<file path="config.mk">
export PLATFORM = sky130hd
export DESIGN_NAME = phase_time_setter
export DESIGN_NICKNAME = d
export VERILOG_FILES = /design/src/rtl/phase_time_setter.sv
export SDC_FILE = /design/constraint.sdc
export NUM_CORES = 1
export LEC_CHECK = 0
export CORE_MARGIN = 1
export CORE_UTILIZATION = 45
export CTS_BUF_LIST = sky130_fd_sc_hd__clkbuf_4
export DETAILED_ROUTE_END_ITERATION = 7
export SLEW_MARGIN = 20
export SYNTH_ARGS = -nofsm -noshare
export SYNTH_HDL_FRONTEND = slang
export SYNTH_SLANG_ARGS = --single-unit
</file>
<file path="constraint.sdc">
create_clock -name clk_50M -period 5.6 [get_ports clk_50M]
set_input_delay 1.12 -clock clk_50M [delete_from_list [all_inputs] [get_ports clk_50M]]
set_output_delay 1.12 -clock clk_50M [all_outputs]
set_load 0.02 [all_outputs]
</file>
<file path="src/rtl/phase_time_setter.sv">
// Operator editor for the four intersection phase durations: debounced buttons,
// shadow edit registers and a one-cycle load pulse when new values are committed.
module phase_time_setter #(
  parameter int unsigned DEB_CYCLES = 1000000,
  parameter int unsigned MIN_SEC    = 1,
  parameter int unsigned MAX_SEC    = 59,
  parameter int unsigned DEF_G1     = 25,
  parameter int unsigned DEF_Y1     = 3,
  parameter int unsigned DEF_G2     = 20,
  parameter int unsigned DEF_Y2     = 3
) (
  input  logic       clk_50M,
  input  logic       rst_n,
  input  logic       btn_mode_n,
  input  logic       btn_up_n,
  input  logic       btn_down_n,
  input  logic       btn_save_n,
  output logic [5:0] t_g1,
  output logic [5:0] t_y1,
  output logic [5:0] t_g2,
  output logic [5:0] t_y2,
  output logic       load,
  output logic       editing,
  output logic [1:0] edit_field,
  output logic [5:0] edit_val
);

  localparam int unsigned CW = $clog2(DEB_CYCLES + 1);
  localparam logic [5:0] MIN6 = 6'(MIN_SEC);
  localparam logic [5:0] MAX6 = 6'(MAX_SEC);
  localparam logic [3:0][5:0] DEF_T = {6'(DEF_Y2), 6'(DEF_G2), 6'(DEF_Y1), 6'(DEF_G1)};

  localparam logic [2:0] ST_RUN     = 3'd0;
  localparam logic [2:0] ST_EDIT_G1 = 3'd1;
  localparam logic [2:0] ST_EDIT_Y1 = 3'd2;
  localparam logic [2:0] ST_EDIT_G2 = 3'd3;
  localparam logic [2:0] ST_EDIT_Y2 = 3'd4;
  localparam logic [2:0] ST_COMMIT  = 3'd5;

  // Button bit order: 0=mode, 1=up, 2=down, 3=save; internally active-high.
  logic [3:0]          w_btn;
  logic [3:0]          r_sync1;
  logic [3:0]          r_sync2;
  logic [3:0]          r_deb;
  logic [3:0]          r_press;
  logic [3:0][CW-1:0]  r_cnt;

  assign w_btn = ~{btn_save_n, btn_down_n, btn_up_n, btn_mode_n};

  // Synchronise, debounce and turn each accepted press into a single pulse.
  always_ff @(posedge clk_50M or negedge rst_n) begin
    if (!rst_n) begin
      r_sync1 <= '0;
      r_sync2 <= '0;
      r_deb   <= '0;
      r_press <= '0;
      r_cnt   <= '0;
    end else begin
      r_sync1 <= w_btn;
      r_sync2 <= r_sync1;
      for (int i = 0; i < 4; i++) begin
        r_press[i] <= 1'b0;
        if (r_sync2[i] != r_deb[i]) begin
          if (r_cnt[i] == CW'(DEB_CYCLES - 1)) begin
            r_deb[i]   <= r_sync2[i];
            r_cnt[i]   <= '0;
            r_press[i] <= r_sync2[i];
          end else begin
            r_cnt[i] <= r_cnt[i] + CW'(1);
          end
        end else begin
          r_cnt[i] <= '0;
        end
      end
    end
  end

  logic w_save;
  logic w_mode;
  logic w_up;
  logic w_down;

  assign w_save = r_press[3];
  assign w_mode = r_press[0] & ~r_press[3];
  assign w_up   = r_press[1] & ~r_press[0] & ~r_press[3];
  assign w_down = r_press[2] & ~r_press[1] & ~r_press[0] & ~r_press[3];

  logic [2:0]      r_state;
  logic [3:0][5:0] r_sh;
  logic [3:0][5:0] r_t;
  logic            r_load;
  logic            r_editing;
  logic [1:0]      r_field;
  logic [5:0]      r_val;

  logic [2:0]      w_state_nxt;
  logic [3:0][5:0] w_sh_nxt;
  logic [3:0][5:0] w_t_nxt;
  logic [1:0]      w_field;
  logic            w_editing_nxt;
  logic [1:0]      w_field_nxt;
  logic [5:0]      w_val_nxt;
  logic            w_load_nxt;

  assign w_field = 2'(r_state - 3'd1);

  // Next state, shadow/committed values and registered-output precursors.
  always_comb begin
    w_state_nxt = r_state;
    w_sh_nxt    = r_sh;
    w_t_nxt     = r_t;
    case (r_state)
      ST_RUN: begin
        if (w_mode) begin
          w_sh_nxt    = r_t;
          w_state_nxt = ST_EDIT_G1;
        end
      end
      ST_EDIT_G1, ST_EDIT_Y1, ST_EDIT_G2, ST_EDIT_Y2: begin
        if (w_save) begin
          w_t_nxt     = r_sh;
          w_state_nxt = ST_COMMIT;
        end else if (w_mode) begin
          w_state_nxt = (r_state == ST_EDIT_Y2) ? ST_RUN : r_state + 3'd1;
        end else if (w_up) begin
          w_sh_nxt[w_field] = (r_sh[w_field] >= MAX6) ? MIN6 : r_sh[w_field] + 6'd1;
        end else if (w_down) begin
          w_sh_nxt[w_field] = (r_sh[w_field] <= MIN6) ? MAX6 : r_sh[w_field] - 6'd1;
        end
      end
      default: w_state_nxt = ST_RUN;
    endcase

    w_editing_nxt = (w_state_nxt >= ST_EDIT_G1) && (w_state_nxt <= ST_EDIT_Y2);
    w_field_nxt   = w_editing_nxt ? 2'(w_state_nxt - 3'd1) : 2'd0;
    w_val_nxt     = w_editing_nxt ? w_sh_nxt[w_field_nxt] : 6'd0;
    w_load_nxt    = (w_state_nxt == ST_COMMIT);
  end

  always_ff @(posedge clk_50M or negedge rst_n) begin
    if (!rst_n) begin
      r_state   <= ST_RUN;
      r_sh      <= DEF_T;
      r_t       <= DEF_T;
      r_load    <= 1'b0;
      r_editing <= 1'b0;
      r_field   <= 2'd0;
      r_val     <= 6'd0;
    end else begin
      r_state   <= w_state_nxt;
      r_sh      <= w_sh_nxt;
      r_t       <= w_t_nxt;
      r_load    <= w_load_nxt;
      r_editing <= w_editing_nxt;
      r_field   <= w_field_nxt;
      r_val     <= w_val_nxt;
    end
  end

  assign t_g1       = r_t[0];
  assign t_y1       = r_t[1];
  assign t_g2       = r_t[2];
  assign t_y2       = r_t[3];
  assign load       = r_load;
  assign editing    = r_editing;
  assign edit_field = r_field;
  assign edit_val   = r_val;

endmodule

</file>
==> metrics.cfg <==
[timing]
slew_viol_final=0
hold_ws_ns=0.366
fin_crit_sh_pct=83.5
setup_viol_count_final=0
finalHoldViolations=0
tightest_slew_ns=0.914
rsz0062_at_grt=no
skew_ns=0.0274
max_freq_ghz=0.214
relSlewSlack_pct=38.8
fin_crit_ns=4.67
fin_setup_tns_ns=0

[layout]
drive_above_1_share_pct=12.4
fin_util_pct=51.3
fin_cells=1103
synthToLayoutAreaGrowth_pct=11.8
nets=880

[synth]
synthFlopType=dfrtp_1
synth_top_family_by_area=simple AND/OR/NAND/NOR gates
ys_warn_count=0
synth_xor_area_share_pct=7.33
synthCells=822
muxShareOfSynthArea_pct=6.42
synth_compound_area_share_pct=13.8
syn_area_um2=8250
synth_most_common_cell=dfrtp_1
synth-seq-cells=157
yosys.area_share.simple_pct=19.8
synth-edff-count=0
synth_common_cells=dfrtp_1 (139), nor2_1 (106), nand2_1 (49), nand3_1 (45), xnor2_1 (36)
synth_nets=842
async_flop_share_pct=100
synth_seq_area_share_pct=47.9
synthTopCellsByArea=dfrtp_1 (42%), dfstp_2 (5.7%), nor2_1 (4.8%)
synth_fa_ha_area_share_pct=2.12
yosysTopAreaCellShare_pct=42.2
synth_area_per_cell_um2=10.0
synthDistinctLibCells=70
synth_top_area_cell=dfrtp_1

[global_route]
grt-ovfl-total=0
grt_max_degree=57
grt_pass1_wl_um=34200
track_usage_pct=23.9
grt_pass1_vias=6545
antenna_found_initial=1

[clocking]
numClockSinks=157
cts_buffer_depth=2
clkLatencyLatePin_ns=0.59
cts_resized=0
cts_htree_levels=4
cts-buffers-inserted=17
cts_tree=yes
clockRootBuffer=clkbuf_4
ctsHoldBuffers=0
path_clk_slew_ns=0.15
postCtsSetupBuffers=0

[drt]
wl_per_cell_um=19.3
ant_nets=0
drc=2
drt_iter0_drc=562
num_vias=6538
firstDrtPassIters=7
viasPerCell=5.93
drt_wl_total_um=21300

[critical_path]
worst-setup-path-type=reg -> reg
cp.required_ns=6.08
r2r_setup_slack_ns=0.93
startpoint_type=flop
end_kind=flop
timing.rr.start=r_state[0]
worstPathMaxFanout=12
r2r-end=edit_val[1]
arrival_ns=5.15
r2r_cells=12

[place]
io_buffers=39
routabilityCongestion=0.938
post-dp-hpwl_um=14800
dpl.cell_count=1070

[floorplanning]
start_util_pct=45.9
io_pins=40
core_area_um2=18000
die_h_um=137
rows=49
die_w_um=137
fp.dieArea_um2=18900

[hold_path]
hp-class=reg -> reg
min_path_cells=0
min_from=r_sync1[2]
hold-path-endpoint=r_sync2[2]

[power]
power_density_nw_per_um2=214
power.total_uw=1980
max-vdd-ir-drop_uv=177
p_leak_uw=0.00401

[job]
drv_cap=0

[run_status]
status=finished, violations left
violations=design-rule violations

[worst max path at each step]
stage | end | depth (start not counted) | start | slack (ns)
after floorplan | edit_val[3] | 14 | r_state[0] | 2.05
after global placement | edit_val[1] | 12 | r_state[0] | 1.29
after detailed placement | edit_val[1] | 12 | r_state[0] | 1.12
after CTS | edit_val[1] | 12 | r_state[0] | 1.01
after global routing | edit_val[1] | 12 | r_state[0] | 0.71
final | edit_val[1] | 12 | r_state[0] | 0.93
[sequential cells by signal, summed over array words and instances (netlist names), 2 cells and up]
signal,flops
r_sh,24
r_state,3
t_y2,6
t_g2,6
r_sync2,4
t_g1,6
r_press,4
edit_field,2
r_cnt,80
r_deb,4
t_y1,6
edit_val,6
r_sync1,4
[routing by layer]
| layer | global-route usage [%] | wire length (um) |
|---|---|---|
| met1 | 32.2 | 9690 |
| met2 | 38.1 | 9890 |
| met3 | 5.19 | 1250 |
| met4 | 7.81 | 461 |
| met5 | 0 | 0 |
[cells by family after synthesis]
family,Yosys count
xor+xnor,69
buf+inv,54
simple gates,322
mux,40
flops,157
fa+ha+maj,14
compound gates,166
[area by class of cell]
| class | instances | area, um2 |
|---|---|---|
| Tap cell | 229 | 287 |
| Clock inverter | 15 | 203 |
| Fill cell | 1674 | 8740 |
| Timing Repair Buffer | 50 | 474 |
| Inverter | 23 | 86.3 |
| Sequential cell | 157 | 3950 |
| Multi-Input combinational cell | 611 | 4090 |
| Antenna cell | 1 | 2.50 |
| Clock buffer | 17 | 128 |
[per-stage QoR]
stage / setup slack, ns / cell area, um2
floorplan: 2.05 / 8250
global placement: 1.29 / 8890
detailed placement: 1.12 / 8890
CTS: 1.01 / 9220
global route: 0.705 / 9220
finish: 0.926 / 9220
[critical path, cell delays in order (launching register included)]
cell and delay [ns]:
dfrtp_1 0.78, inv_1 0.20, ha_1 0.64, mux4_2 0.71, inv_1 0.10, ha_1 0.23
nor2_1 0.06, nor3_1 0.49, a21boi_0 0.24, a22o_1 0.28, a211oi_1 0.36, a211oi_1 0.12
o32ai_1 0.35
[layout by cell type, fill, tap and decap left out, types with 5 or more instances in the layout]
master           count
nor3b_1              6
and4_1               5
nor3_1               8
clkdlybuf4s50_1     38
nand2_1             49
and3_1              31
or3_1                9
or2_2                5
nor2b_1              7
dfstp_2             18
clkbuf_4            17
nand3_1             45
dfrtp_1            139
a211oi_1             6
a22oi_1             13
a22o_1               5
nand4_1              9
o211ai_1             6
ha_1                14
mux2_2              30
xor2_1              33
a21o_1               8
and2_1              10
buf_4               11
o221ai_1             7
mux4_2               6
nor2_1             106
o21ai_0             35
a31oi_1              7
o31ai_1              5
inv_1               23
nor4_1               6
xnor2_1             36
nand2b_1             8
a21oi_1             33
[power breakdown]
group          internal [uW]  switching, uW
sequential              1140           8.55
clock                    325            451
combinational           12.0           35.6
(Power assumes the default switching activity.)
